<file path="config.mk">
export PLATFORM = sky130hd
export DESIGN_NAME = lsu_flat
export DESIGN_NICKNAME = d
export VERILOG_FILES = /design/src/rtl/lsu_if.sv /design/src/rtl/lsu.sv /design/src/flat_wrapper.sv
export SDC_FILE = /design/constraint.sdc
export NUM_CORES = 1
export LEC_CHECK = 0
export ABC_AREA = 1
export BUFFER_PORTS_ARGS = -buffer_cell sky130_fd_sc_hd__buf_2
export CAP_MARGIN = 25
export CELL_PAD_IN_SITES_DETAIL_PLACEMENT = 1
export CELL_PAD_IN_SITES_GLOBAL_PLACEMENT = 1
export CORE_MARGIN = 5
export CORE_UTILIZATION = 30
export CTS_BUF_LIST = sky130_fd_sc_hd__clkbuf_16
export DETAILED_ROUTE_END_ITERATION = 6
export HOLD_SLACK_MARGIN = 0.02
export PLACE_DENSITY = 0.94
export SLEW_MARGIN = 10
export SYNTH_ARGS = -nofsm -noshare
export SYNTH_HDL_FRONTEND = slang
export SYNTH_SLANG_ARGS = --single-unit
</file>
<file path="constraint.sdc">
create_clock -name clk -period 2.78 [get_ports clk]
set_input_delay 0.278 -clock clk [delete_from_list [all_inputs] [get_ports clk]]
set_output_delay 0.278 -clock clk [all_outputs]
set_load 0.02 [all_outputs]
</file>
<file path="src/rtl/lsu_if.sv">
// Load/store unit bus interface.
// Carries both sides of the load/store unit: the core request/response port
// and the word-addressed RAM port.
//   slave  : the load/store unit itself
//   master : the core plus RAM side (testbench or system glue)
// Core side : req_valid/req_ready handshake, req_we, req_size, req_unsigned,
//             req_addr, req_wdata; resp_valid pulse with resp_rdata/resp_err.
// RAM side  : ram_we byte strobes, ram_addr word address, ram_data write
//             data, ram_q read word returned one cycle after ram_addr.
interface lsu_if #(
  parameter int ADDRESS_WIDTH = 14,
  parameter int DATA_WIDTH    = 32
);
  logic                     req_valid;
  logic                     req_ready;
  logic                     req_we;
  logic [1:0]               req_size;
  logic                     req_unsigned;
  logic [ADDRESS_WIDTH-1:0] req_addr;
  logic [DATA_WIDTH-1:0]    req_wdata;
  logic                     resp_valid;
  logic [DATA_WIDTH-1:0]    resp_rdata;
  logic                     resp_err;
  logic [3:0]               ram_we;
  logic [ADDRESS_WIDTH-3:0] ram_addr;
  logic [DATA_WIDTH-1:0]    ram_data;
  logic [DATA_WIDTH-1:0]    ram_q;

  modport slave (
    input  req_valid, req_we, req_size, req_unsigned, req_addr, req_wdata, ram_q,
    output req_ready, resp_valid, resp_rdata, resp_err, ram_we, ram_addr, ram_data
  );

  modport master (
    output req_valid, req_we, req_size, req_unsigned, req_addr, req_wdata, ram_q,
    input  req_ready, resp_valid, resp_rdata, resp_err, ram_we, ram_addr, ram_data
  );
endinterface

</file>
<file path="src/rtl/lsu.sv">
// Load/store unit between the core data port and a single-port,
// word-addressed data RAM with one cycle of read latency.
// Ports:
//   clk   : clock, all state changes on the rising edge
//   rst_n : synchronous active-low reset
//   bus   : lsu_if.slave, core request/response and RAM signals
// One request is in flight at a time. Stores drive byte strobes and
// lane-replicated data in the accept cycle. Loads align and extend ram_q in
// the following cycle. Every request, including rejected ones, gets a single
// response pulse two cycles after it is accepted.
module lsu #(
  parameter int ADDRESS_WIDTH = 14,
  parameter int DATA_WIDTH    = 32
) (
  input logic  clk,
  input logic  rst_n,
  lsu_if.slave bus
);

  typedef enum logic [1:0] {IDLE, WAIT, RESP} state_t;

  state_t                r_state;
  logic                  r_we_p1;
  logic [1:0]            r_size_p1;
  logic                  r_uns_p1;
  logic [1:0]            r_off_p1;
  logic                  r_err_p1;
  logic                  r_resp_valid;
  logic [DATA_WIDTH-1:0] r_resp_rdata;
  logic                  r_resp_err;

  logic w_ready;
  logic w_accept;
  logic w_err;

  // Shift the addressed lane down to bit 0, then sign- or zero-extend it.
  function automatic logic [DATA_WIDTH-1:0] format_load(
    input logic [DATA_WIDTH-1:0] q,
    input logic [1:0]            size,
    input logic                  uns,
    input logic [1:0]            off
  );
    logic [DATA_WIDTH-1:0] s;
    s = q >> {off, 3'b000};
    case (size)
      2'd0:    return uns ? {24'd0, s[7:0]}  : {{24{s[7]}},  s[7:0]};
      2'd1:    return uns ? {16'd0, s[15:0]} : {{16{s[15]}}, s[15:0]};
      default: return q;
    endcase
  endfunction

  function automatic logic [3:0] lane_strobe(
    input logic [1:0] size,
    input logic [1:0] off
  );
    case (size)
      2'd0:    return 4'b0001 << off;
      2'd1:    return off[1] ? 4'b1100 : 4'b0011;
      2'd2:    return 4'b1111;
      default: return 4'b0000;
    endcase
  endfunction

  // Replicate the store data into every lane it could land in, so the
  // strobes alone select the destination bytes.
  function automatic logic [DATA_WIDTH-1:0] replicate(
    input logic [1:0]            size,
    input logic [DATA_WIDTH-1:0] wdata
  );
    case (size)
      2'd0:    return {4{wdata[7:0]}};
      2'd1:    return {2{wdata[15:0]}};
      default: return wdata;
    endcase
  endfunction

  // Ready is suppressed during reset as well as while the RAM read is in flight.
  assign w_ready  = rst_n && (r_state != WAIT);
  assign w_accept = bus.req_valid && w_ready;
  assign w_err    = (bus.req_size == 2'd3) ||
                    ((bus.req_size == 2'd1) && bus.req_addr[0]) ||
                    ((bus.req_size == 2'd2) && (bus.req_addr[1:0] != 2'b00));

  assign bus.req_ready  = w_ready;
  assign bus.ram_addr   = bus.req_addr[ADDRESS_WIDTH-1:2];
  assign bus.ram_we     = (w_accept && bus.req_we && !w_err) ?
                          lane_strobe(bus.req_size, bus.req_addr[1:0]) : 4'b0000;
  assign bus.ram_data   = replicate(bus.req_size, bus.req_wdata);
  assign bus.resp_valid = r_resp_valid;
  assign bus.resp_rdata = r_resp_rdata;
  assign bus.resp_err   = r_resp_err;

  // ---- p0 -> p1: latch request attributes on accept ----
  always_ff @(posedge clk) begin
    if (w_accept) begin
      r_we_p1   <= bus.req_we;
      r_size_p1 <= bus.req_size;
      r_uns_p1  <= bus.req_unsigned;
      r_off_p1  <= bus.req_addr[1:0];
      r_err_p1  <= w_err;
    end
  end

  // ---- p1 -> p2: control FSM; response registered at the WAIT edge ----
  always_ff @(posedge clk) begin
    if (!rst_n) begin
      r_state      <= IDLE;
      r_resp_valid <= 1'b0;
      r_resp_rdata <= '0;
      r_resp_err   <= 1'b0;
    end else begin
      r_resp_valid <= 1'b0;
      case (r_state)
        IDLE, RESP: r_state <= w_accept ? WAIT : IDLE;
        WAIT: begin
          r_state      <= RESP;
          r_resp_valid <= 1'b1;
          r_resp_err   <= r_err_p1;
          r_resp_rdata <= (r_we_p1 || r_err_p1) ? '0 :
                          format_load(bus.ram_q, r_size_p1, r_uns_p1, r_off_p1);
        end
        default: r_state <= IDLE;
      endcase
    end
  end

endmodule

</file>
<file path="src/flat_wrapper.sv">
// flat-port wrapper written by rule: the top's interface ports become plain ports
module lsu_flat 
#(
  parameter int ADDRESS_WIDTH = 14,
  parameter int DATA_WIDTH    = 32
)
  (clk, rst_n, bus_req_valid, bus_req_we, bus_req_size, bus_req_unsigned, bus_req_addr, bus_req_wdata, bus_ram_q, bus_req_ready, bus_resp_valid, bus_resp_rdata, bus_resp_err, bus_ram_we, bus_ram_addr, bus_ram_data);
  lsu_if #(.ADDRESS_WIDTH(ADDRESS_WIDTH), .DATA_WIDTH(DATA_WIDTH)) bus_i ();
  input logic clk;
  input logic rst_n;
  input wire logic [$bits(bus_i.req_valid)-1:0] bus_req_valid;
  input wire logic [$bits(bus_i.req_we)-1:0] bus_req_we;
  input wire logic [$bits(bus_i.req_size)-1:0] bus_req_size;
  input wire logic [$bits(bus_i.req_unsigned)-1:0] bus_req_unsigned;
  input wire logic [$bits(bus_i.req_addr)-1:0] bus_req_addr;
  input wire logic [$bits(bus_i.req_wdata)-1:0] bus_req_wdata;
  input wire logic [$bits(bus_i.ram_q)-1:0] bus_ram_q;
  output wire logic [$bits(bus_i.req_ready)-1:0] bus_req_ready;
  output wire logic [$bits(bus_i.resp_valid)-1:0] bus_resp_valid;
  output wire logic [$bits(bus_i.resp_rdata)-1:0] bus_resp_rdata;
  output wire logic [$bits(bus_i.resp_err)-1:0] bus_resp_err;
  output wire logic [$bits(bus_i.ram_we)-1:0] bus_ram_we;
  output wire logic [$bits(bus_i.ram_addr)-1:0] bus_ram_addr;
  output wire logic [$bits(bus_i.ram_data)-1:0] bus_ram_data;
  assign bus_i.req_valid = bus_req_valid;
  assign bus_i.req_we = bus_req_we;
  assign bus_i.req_size = bus_req_size;
  assign bus_i.req_unsigned = bus_req_unsigned;
  assign bus_i.req_addr = bus_req_addr;
  assign bus_i.req_wdata = bus_req_wdata;
  assign bus_i.ram_q = bus_ram_q;
  assign bus_req_ready = bus_i.req_ready;
  assign bus_resp_valid = bus_i.resp_valid;
  assign bus_resp_rdata = bus_i.resp_rdata;
  assign bus_resp_err = bus_i.resp_err;
  assign bus_ram_we = bus_i.ram_we;
  assign bus_ram_addr = bus_i.ram_addr;
  assign bus_ram_data = bus_i.ram_data;
  lsu #(.ADDRESS_WIDTH(ADDRESS_WIDTH), .DATA_WIDTH(DATA_WIDTH)) u_core (.clk(clk), .rst_n(rst_n), .bus(bus_i));
endmodule
</file>
Yosys cells after proc, flatten, opt, wreduce, memory -nomap -nowiden
Index checks and enable logic that the tools add are counted.

word-level totals
  bits in registers = 43
  bits of input ports = 85
  output and inout port bits = 83
  logic and storage cells = 44

operators by class
  equal/unequal tests = 7
  shifts and indexed selects = 2
  mux-type cells = 11
  reduce and logical (&&, ||, !) cells = 15

operators by type and width
  kind                                                    count
  one-hot mux 32 bit (2 select lines)                     2
  two-way mux 32 bit                                      3
  right shift 32 x 5 -> 16 bit                            1
  one-hot mux 4 bit (3 select lines)                      1
  two-way mux 4 bit                                       2
  equality test 2 x 1 -> 1 bit (second input constant)    3
  equality test 2 bit (second input constant)             3
  logical AND 1 bit                                       6
  zero test 2 bit                                         3
  one-hot mux 2 bit (2 select lines)                      1
  << shifter 1 x 2 -> 4 bit (first input constant)        1
  logical OR 1 bit                                        3
  two-way mux 1 bit                                       2
  inequality test 2 x 1 -> 1 bit (second input constant)  1
  nonzero test 2 bit                                      1
  OR reduction 2 bit                                      1
  zero test 1 bit                                         1

Longest topological paths before layout
  depth after elaboration = 7
  gate-level depth with buffers = 11
  depth with buffers taken out = 9

Worst setup path before layout
No wires, ideal clock.

  path kind = reg2out
  start = reg, netlist name u_core.bus.resp_valid
  end = out bus_ram_we[0]
  arrival = 1.703 ns
  required time = 2.502 ns
  path slack = 0.799 ns
  stages on the path, launching flop included = 5
  buffers on the path = 0
  cell sequence = dfxtp_1 -> nor2_4 -> nor3_1 -> nand3_1 -> nor2_1

RTL lines
  what       line                RTL
  to (decl)  flat_wrapper.sv:22  output wire logic [$bits(bus_i.ram_we)-1:0] bus_ram_we;

Worst setup path in the final report
  start = in bus_req_size[1]
  end = out bus_ram_data[28]

between the ends
  longest elaborated chain between the ends = 2
  elaborated cells on any way between the ends = 3
  those cells by class = 1 x eq/ne; 1 x mux; 1 x reduce/logical

RTL lines
  what                                                                    line                RTL
  from (decl)                                                             flat_wrapper.sv:13  input wire logic [$bits(bus_i.req_size)-1:0] bus_req_size;
  equality test 2 x 1 -> 1 bit / zero test 2 bit (equally long branches)  lsu.sv:70           case (size)
  one-hot mux 32 bit (2 select lines) *                                   lsu.sv:70
  to (decl)                                                               flat_wrapper.sv:24  output wire logic [$bits(bus_i.ram_data)-1:0] bus_ram_data;

Mark *: on every way between the ends. The rest lies on a longest branch, timed or not.

==> results.ini <==
[worst_setup_path]
crit_required_ns = 2.50
worstSetupPathType = in2out
start_kind = primary input
crit_path_end_kind = primary output
cp.arrival_ns = 1.63
crit_fanout = 18

[cts]
cts_setup_buffers = 0
cts_tree = done
path_clk_slew_ns = 0.06
post_cts_resized = 0
cts_buffer_depth = 2
cts.sink_count = 42
clk_latency_ns = 0.29
cts-buffers-inserted = 5
h-tree-depth = 2
cts-root-buf = clkbuf_16
holdBufCountCts = 0

[timing]
period_needed_ns = 1.90
slew-limit-headroom_pct = 54.2
worst_pin_slew_ns = 0.687
max_freq_mhz = 525
rsz0062_at_grt = false
setup_viol = 0
slew_violations = 0
period_share_pct = 68.5
hold_viol = 0
setup_tns_ns = 0
fin_worst_skew_ns = 0.00729

[floorplanning]
pin_count = 168
num_rows = 34
initial_core_util_pct = 31.1
die_x_um = 106
die_h_um = 106
die-area_um2 = 11100
core_area_um2 = 8810

[layout]
drive_above_1_share_pct = 35.6
stdcell_area_um2 = 3510
area_delta_synth_final_pct = 28.2
utilization_pct = 39.9
fin_nets = 618
fillers = 1160
diodes = 0

[global_route]
overflow = 0
grt_pass1_wl_um = 16800
antenna_found_initial = 0
grt_pass1_vias = 3346
grt_max_degree = 25
grt_util_all_layers_pct = 18.5

[route]
vias_per_cell = 4.91
post_drt_wl_per_cell_um = 16.2
firstDrtPassIters = 4
drt_iter0_drc = 102
post-route-drc-count = 0
dr_total_vias = 3150
ant_nets = 0
wl_um = 10400

[power]
ir_drop_uv = 210
internal-power_mw = 1.14
pwr-share-clk_pct = 39.0
pwr-share-seq_pct = 39.8
p_leak_nw = 1.98
power_frac_comb_pct = 21.3
cellPowerDensity_nw_per_um2 = 462
sw_frac_of_total_pct = 29.8
switching_power_mw = 0.483

[placement]
portBuffers = 143
gp_congestion = 0.885
placed_area_um2 = 3350
dpl.hpwl_um = 8550

[logic_synthesis]
avgSynthCellArea_um2 = 6.57
yosys_warnings = 0
postSynthCellCount = 417
synth_nets = 502
mappedNetlistArea_um2 = 2740
synth_cell_types = 31
ys_seq_area_share_pct = 33.3
synth-seq-cells = 42

[job]
maxCapViolCount = 0

[status]
status = finished clean

[worst_hold_path]
hold_path_class = in2reg

-- synthesized netlist by cell type, drive strengths merged --
cell    number  area share [%]
nand2      168              25
nor3         9             2.1
nand3b       1            0.41
a31oi        4            0.91
clkbuf       5            0.69
buf         33             9.3
a22o         1            0.32
a21oi       19             3.5
dfxtp       35              26
inv         47             6.6
or2          1            0.23
o22ai        6             1.4
o21ai       32             6.0
edfxtp       7             7.7
o211ai       8             2.2
nand3       21             5.0
nor2        20             3.4
-- worst max-delay path, cell delays in order --
cell	delay [ns]
buf_2	0.21
inv_2	0.24
nand2_1	0.10
inv_1	0.33
nand2_1	0.12
o211ai_1	0.14
buf_2	0.21
-- cell type report --
class / count / area (um2) / area share [%]
clock buffer: 6 / 150 / 4.28
clock inverter: 2 / 13.8 / 0.392
inverter: 47 / 181 / 5.17
multi-input combinational: 290 / 1380 / 39.2
sequential: 42 / 911 / 25.9
tap: 108 / 135 / 3.85
timing repair buffer: 147 / 746 / 21.2
-- path summary, 6_finish.rpt --
kind / start / to / slack [ns] / cells past startpoint
worst max-delay path: bus_req_size[1] / bus_ram_data[28] / 0.88 / 7
worst min-delay path: bus_req_unsigned / u_core.r_uns_p1 / 0.17 / 1
worst max register to register: u_core.r_off_p1[1] / u_core.bus.resp_rdata[18] / 0.90 / 8
worst min register to register: u_core.bus.resp_rdata[27] / u_core.bus.resp_rdata[27] / 0.45 / 2
-- cells by family after synthesis --
group | count (synthesis) | share of synthesized area, %
DFF | 42 | 33.3
AOI/OAI and AO/OA | 70 | 14.3
buffers and inverters | 85 | 16.6
and+or+nand+nor | 220 | 35.9
-- metal layers --
layer  global-route usage (%)  wire length, um  vias to the layer above  part of all wire, %
li1                         -                -                     1530                    -
met1                     20.2             3930                     1446                   38
met2                     35.4             5410                      154                   52
met3                     4.03              832                       20                  8.0
met4                     5.18              234                        0                  2.2
met5                        0                0                        -                    0
-- state kept, by name, summed over array words and instances, names as in the netlist --
name                   cells
u_core.r_err_p1            1
u_core.r_size_p1           2
u_core.bus.resp_valid      1
u_core.r_off_p1            2
u_core.r_state             1
u_core.bus.resp_rdata     32
u_core.r_we_p1             1
u_core.r_uns_p1            1
u_core.bus.resp_err        1
-- power by group through the flow --
stage                     Sequential (mW)  Clock [mW]  Combinational (mW)
final                               0.645       0.632               0.345
after global routing                0.647       0.673               0.379
after global placement              0.658           0               0.336
after CTS                           0.645       0.648               0.349
after floorplan                     0.662           0               0.233
after detailed placement            0.659           0               0.346
-- placed cells by master, fill, tap and decap left out, types with 8 or more instances in the layout --
master / instances
nand2_1: 153
buf_2: 143
inv_1: 40
dfxtp_1: 35
o21ai_0: 28
a21oi_1: 19
nor2_1: 16
nand3_1: 16
nand2_2: 13
o211ai_1: 8
nor3_1: 8
-- through the flow --
stage	hold WS, ns	worst slack [ns]	power [mW]	cells
4_1_cts	0.162	0.858	1.64	642
5_1_grt	0.166	0.689	1.70	642
3_3_place_gp	0.429	0.943	0.993	634
6_report	0.166	0.877	1.62	642
2_1_floorplan	0.377	0.799	0.895	417
3_5_place_dp	0.437	0.860	1.00	634
No activity file was read; power rests on OpenSTA's default activity.
